## src/rtl/keypad_scan_beep.sv

```systemverilog
// 4x4 matrix keypad scanner: rotates the active-low column drive, debounces rows,
// and reports accepted presses as a key code with a one-cycle strobe plus a beep flag.
module keypad_scan_beep #(
    parameter logic [15:0] SCAN_DIV = 16'd50000,
    parameter logic [19:0] DEB_CNT  = 20'd500000,
    parameter logic [15:0] FLAG_LEN = 16'd2000
) (
    input  logic       clk,
    input  logic       rst_n,
    input  logic [3:0] row,
    output logic [3:0] col,
    output logic [3:0] key_code,
    output logic       key_valid,
    output logic       flag
);

    localparam int DIV_W  = $clog2(int'(SCAN_DIV));
    localparam int DEB_W  = $clog2(int'(DEB_CNT) + 1);
    localparam int FLAG_W = $clog2(int'(FLAG_LEN) + 1);

    localparam logic [DIV_W-1:0]  DIV_LAST  = DIV_W'(SCAN_DIV - 16'd1);
    localparam logic [DEB_W-1:0]  DEB_LAST  = DEB_W'(DEB_CNT - 20'd1);
    localparam logic [DEB_W-1:0]  DEB_MAX   = '1;
    localparam logic [FLAG_W-1:0] FLAG_INIT = FLAG_W'(FLAG_LEN);

    typedef enum logic [1:0] {SCAN, DEB_PRESS, HELD, DEB_REL} state_t;

    state_t             state, state_next;
    logic [3:0]         row_meta, row_s, pattern;
    logic [DIV_W-1:0]   div_cnt;
    logic [DEB_W-1:0]   deb_cnt;
    logic [FLAG_W-1:0]  flag_cnt;
    logic [1:0]         col_idx;
    logic [1:0]         prio_row;
    logic               row_idle, match, deb_done, div_wrap, accept;

    assign row_idle = (row_s == 4'b1111);
    assign match    = (row_s == pattern);
    assign deb_done = (deb_cnt == DEB_LAST);
    assign div_wrap = (div_cnt == DIV_LAST);

    always_ff @(posedge clk) begin
        if (!rst_n) begin
            state <= SCAN;
        end else begin
            state <= state_next;
        end
    end

    always_comb begin
        state_next = state;
        case (state)
            SCAN:      if (!row_idle) state_next = DEB_PRESS;
            DEB_PRESS: begin
                if (!match)        state_next = SCAN;
                else if (deb_done) state_next = HELD;
            end
            HELD:      if (row_idle) state_next = DEB_REL;
            DEB_REL: begin
                if (!row_idle)     state_next = HELD;
                else if (deb_done) state_next = SCAN;
            end
            default:   state_next = SCAN;
        endcase
    end

    // Lowest-index low row wins when several rows are pulled down together.
    always_comb begin
        accept   = (state == DEB_PRESS) && match && deb_done;
        flag     = (flag_cnt != '0);
        col      = 4'b1111 ^ (4'b0001 << col_idx);
        prio_row = 2'd0;
        for (int i = 3; i >= 0; i--) begin
            if (!pattern[i]) prio_row = 2'(i);
        end
    end

    always_ff @(posedge clk) begin
        if (!rst_n) begin
            row_meta  <= 4'b1111;
            row_s     <= 4'b1111;
            pattern   <= 4'b1111;
            div_cnt   <= '0;
            deb_cnt   <= '0;
            flag_cnt  <= '0;
            col_idx   <= 2'd0;
            key_code  <= 4'd0;
            key_valid <= 1'b0;
        end else begin
            row_meta  <= row;
            row_s     <= row_meta;
            key_valid <= accept;

            if (accept) begin
                key_code <= {prio_row, col_idx};
                flag_cnt <= FLAG_INIT;
            end else if (flag_cnt != '0) begin
                flag_cnt <= flag_cnt - 1'b1;
            end

            case (state)
                SCAN: begin
                    if (!row_idle) begin
                        pattern <= row_s;
                        deb_cnt <= '0;
                    end else if (div_wrap) begin
                        div_cnt <= '0;
                        col_idx <= col_idx + 2'd1;
                    end else begin
                        div_cnt <= div_cnt + 1'b1;
                    end
                end
                DEB_PRESS: begin
                    if (!match) begin
                        div_cnt <= '0;
                    end else if (!deb_done && deb_cnt != DEB_MAX) begin
                        deb_cnt <= deb_cnt + 1'b1;
                    end
                end
                HELD: begin
                    if (row_idle) deb_cnt <= '0;
                end
                DEB_REL: begin
                    if (row_idle) begin
                        if (deb_done) begin
                            div_cnt <= '0;
                        end else if (deb_cnt != DEB_MAX) begin
                            deb_cnt <= deb_cnt + 1'b1;
                        end
                    end
                end
                default: ;
            endcase
        end
    end

endmodule
```

## config.mk

```make
export PLATFORM = sky130hd
export DESIGN_NAME = keypad_scan_beep
export DESIGN_NICKNAME = d
export VERILOG_FILES = /design/src/rtl/keypad_scan_beep.sv
export SDC_FILE = /design/constraint.sdc
export NUM_CORES = 1
export LEC_CHECK = 0
export BUFFER_PORTS_ARGS = -buffer_cell sky130_fd_sc_hd__clkbuf_2
export CAP_MARGIN = 40
export CORE_MARGIN = 5
export CORE_UTILIZATION = 66
export DETAILED_ROUTE_END_ITERATION = 12
export PLACE_DENSITY = 0.85
export SLEW_MARGIN = 20
export SYNTH_ARGS = -nofsm -noshare
export SYNTH_HDL_FRONTEND = slang
export SYNTH_SLANG_ARGS = --single-unit
export TNS_END_PERCENT = 50
```

## constraint.sdc

```tcl
create_clock -name clk -period 3.85 [get_ports clk]
set_input_delay 0.5775 -clock clk [delete_from_list [all_inputs] [get_ports clk]]
set_output_delay 0.5775 -clock clk [all_outputs]
set_load 0.02 [all_outputs]
```

==> parameters.txt <==
Parameter                              Value

Run status
  Status    finished, final reports clean

Cells and area
  Final std cells w/o fill    497
  Final antenna diode count    0
  Share of post-route cells with drive strength above 1    13.8%
  Final nets    between 400 and 500
  Area growth syn-to-layout    10.3%
  Fin area    3900 µm²

Floorplan
  Area enclosed by the die boundary    approximately 6900 µm²
  Floorplan Core Area    5170 µm²
  Die span in y    83.2 µm
  Effective utilization at floorplan    68.4%
  Die W    approximately 83 µm
  Number of standard-cell rows in the floorplan    26
  I/O pins    16

Setup path
  Critical path peak fanout    19
  Endpoint arrival time on the critical path    2820 ps
  Source of the worst register-to-register timing path    state[0]
  Classification of the worst setup path    flip-flop to flip-flop
  Endpoint required time on the critical path    4130 ps
  Cell chain of the critical path    nand4_1 -> nor3_1 -> nand4b_1 -> or2_2 -> a21oi_1
  Startpoint class of the critical path    flip-flop
  Total buffers and inverters traversed by the critical path    0
  Reg2reg setup slack    1310 ps
  Standard cell with the maximum stage delay on the critical path    sky130_fd_sc_hd__dfxtp_1
  CP endpoint kind    flip-flop
  R2R depth    5
  Dominant delay contributor by cell family on the critical path    simple AND/OR/NAND/NOR gates
  End of the worst register-to-register path    key_code[2]
  CP peak stage delay    730 ps

Detailed routing
  Residual DRC    0
  Vias post-DR    around 3300
  Final wirelength    8110 µm
  Wire length per cell    16.3 µm
  Post-route ant nets    0
  Number of vias per cell    between 6 and 7
  Number of optimization iterations in the first detailed-route pass    5
  Starting DRC count in detailed routing    between 400 and 500

Timing
  Portion of the clock cycle consumed by the worst path in the final layout    66.0%
  Final number of max-transition violations    0
  TNS Setup    0 ps
  Tightest Pin Transition    667 ps
  Worst-case clock skew    between 9 and 10 ps
  Hold violation total from the final report    0
  Max Clock Freq    0.394 GHz
  Setup repair after global routing missed its margin    no
  Min cycle time layout    between 2000 and 3000 ps
  Final setup vio count    0
  Max-Slew Margin vs Limit    55.3%

Global route
  Pin count of the biggest net entering global routing    54
  Vias in the first global route    approximately 3000
  Combined global-route utilization of all metal layers    between 20% and 30%
  Number of antenna violations at the first check in global routing    0
  Global-route wire length before repair    14200 µm
  Global-route congestion overflow total    0

Clocking
  Hold bufs inserted after CTS    0
  Buffer depth of the longest clock path    2
  Clock buffer count from CTS    9
  Deepest level of the CTS H-tree    3
  Number of sinks on the clock net    67
  Post-CTS Setup Bufs    0
  Clock root buffer    sky130_fd_sc_hd__clkbuf_8
  CTS tree    done
  Register clock-pin slew on the reported worst setup and hold paths    approximately 70 ps
  Clock latency of the later-clocked register in the worst-skew pair    350 ps
  Post-cts gate resize count    0

Synthesis
  Synthesized net count    430
  Syn. warnings    0
  Synth top area share    37.9%
  Post-Syn Area per Cell    8.48 µm²
  Post-synthesis register bit count    67
  Number of instances in the synthesized netlist    417
  Asr flop ratio synth    0%
  Count of flip-flops with a built-in enable after synthesis    0
  Number of unique standard cell types used by synthesis    59
  Top cell type by total area after synthesis    sky130_fd_sc_hd__dfxtp_1
  Proportion of synthesized chip area in sequential cells    37.9%
  Most used flip-flop cell after synthesis    sky130_fd_sc_hd__dfxtp_1
  Post-synthesis cell area    roughly 3500 µm²
  Cells taking the most area after synthesis    sky130_fd_sc_hd__dfxtp_1 38%, sky130_fd_sc_hd__nand2_1 3.6%, sky130_fd_sc_hd__o221a_2 3.5%, sky130_fd_sc_hd__o21ai_0 3.0%, sky130_fd_sc_hd__nor2_1 2.9%

Placed design
  Placer Congestion    0.850
  DP HPWL    5340 µm
  Buffers on Ports    15
  Area of placed instances    ~3600 µm²
  Placed Instances    481

Hold path
  Startpoint of the tightest hold check path    row_meta[3]
  Worst hold path class    flip-flop to flip-flop
  Hold path endpoint    row_s[3]
  Worst Hold Path Cells    1

Power
  IR Drop Worst-Case VDD    0.295 mV
  Power per cell area    502 nW/µm²
  LEAKAGE    1.41 nW

Flow run
  Max-cap violation count    0
-- power by group --
group	switching (W)	internal (W)	total (W)
clock network	0.000264	0.000532	0.000796
logic	0.000227	0.000148	0.000376
registers	0.0000472	0.000741	0.000788
-- per-stage QoR --
stage,hold WS [ps],utilization [%],worst slack [ps],total power [W]
after floorplan,386,-,1710,0.00110
after global placement,388,69.7,1420,0.00115
after detailed placement,393,70.1,1350,0.00118
after CTS,402,75.4,1320,0.00197
after global routing,414,75.4,1030,0.00206
final,406,75.4,1310,0.00196
-- layer usage --
metal	vias to the layer above	GRT usage, %	share of wire, %
li1	1591	-	-
met1	1526	32.8	44
met2	136	38.2	46
met3	21	4.26	7.2
met4	0	11.6	2.7
met5	-	0	0
-- placed cells by master (no fill, tap or decap), types with 10 or more instances in the layout --
cell type,n
sky130_fd_sc_hd__a21oi_1,15
sky130_fd_sc_hd__clkbuf_2,15
sky130_fd_sc_hd__clkbuf_8,11
sky130_fd_sc_hd__dfxtp_1,67
sky130_fd_sc_hd__inv_1,16
sky130_fd_sc_hd__nand2_1,34
sky130_fd_sc_hd__nand2b_1,10
sky130_fd_sc_hd__nand3_1,17
sky130_fd_sc_hd__nand4_1,12
sky130_fd_sc_hd__nor2_1,27
sky130_fd_sc_hd__nor3_1,18
sky130_fd_sc_hd__o21ai_0,21
sky130_fd_sc_hd__o221a_2,11
-- state kept, by name (all words and copies together), names as in the netlist --
register	cells
pattern	4
flag_cnt	11
key_valid	1
row_s	4
col_idx	2
div_cnt	16
row_meta	4
deb_cnt	19
state	2
key_code	4
-- cell type report --
type / count / area (µm²)
Clock buffer: 12 / 155
Clock inverter: 4 / 120
Fill cell: 369 / 1270
Inverter: 16 / 60.1
Multi-Input combinational cell: 309 / 2030
Sequential cell: 67 / 1340
Tap cell: 70 / 87.6
Timing Repair Buffer: 19 / 113
-- worst reg2reg max path, cell delays in order (launching register included) --
cell,delay [ps]
sky130_fd_sc_hd__dfxtp_1,730
sky130_fd_sc_hd__nand4_1,320
sky130_fd_sc_hd__nor3_1,290
sky130_fd_sc_hd__nand4b_1,520
sky130_fd_sc_hd__or2_2,490
sky130_fd_sc_hd__a21oi_1,130
-- cell usage after synthesis, drive strengths merged, types with 3 or more instances --
cell and instances:
nor2b 6, a31oi 6, a21oi 15, ha 7, o21ai 22, nand2 34
o41ai 6, a211o 3, and4 6, mux2i 6, xnor2 8, a41oi 4
o211ai 3, and2b 3, nor4b 5, o22ai 7, nor2 27, nor3b 3
inv 16, nor3 18, or4 9, and2 5, xor2 4, buf 8
or2 5, nand3 17, o311ai 6, and3 9, clkbuf 17, dfxtp 67
o221a 11, nand2b 10, nand4 12, nor4 4
-- worst max path at each step --
stage                            from           to  slack (ps)  cells past startpoint
final                        state[0]  key_code[2]        1310                      5
after global routing         state[0]  key_code[2]        1030                      5
after CTS                    state[0]  key_code[2]        1320                      5
after global placement    deb_cnt[11]  key_code[2]        1420                      5
after floorplan            div_cnt[4]  div_cnt[10]        1710                      5
after detailed placement     state[0]  key_code[2]        1350                      5
-- cell families (layout without fill, tap and decap cells) --
kind of cell	count (synthesis)	in the layout	share of synthesized area (%)
simple gates	183	183	29.0
flops	67	67	37.9
fa+ha+maj	7	7	2.48
buf+inv	41	51	4.81
compound gates	101	101	21.1
mux	6	6	1.70
xor+xnor	12	12	2.97
No activity file was read; power rests on OpenSTA's default activity.
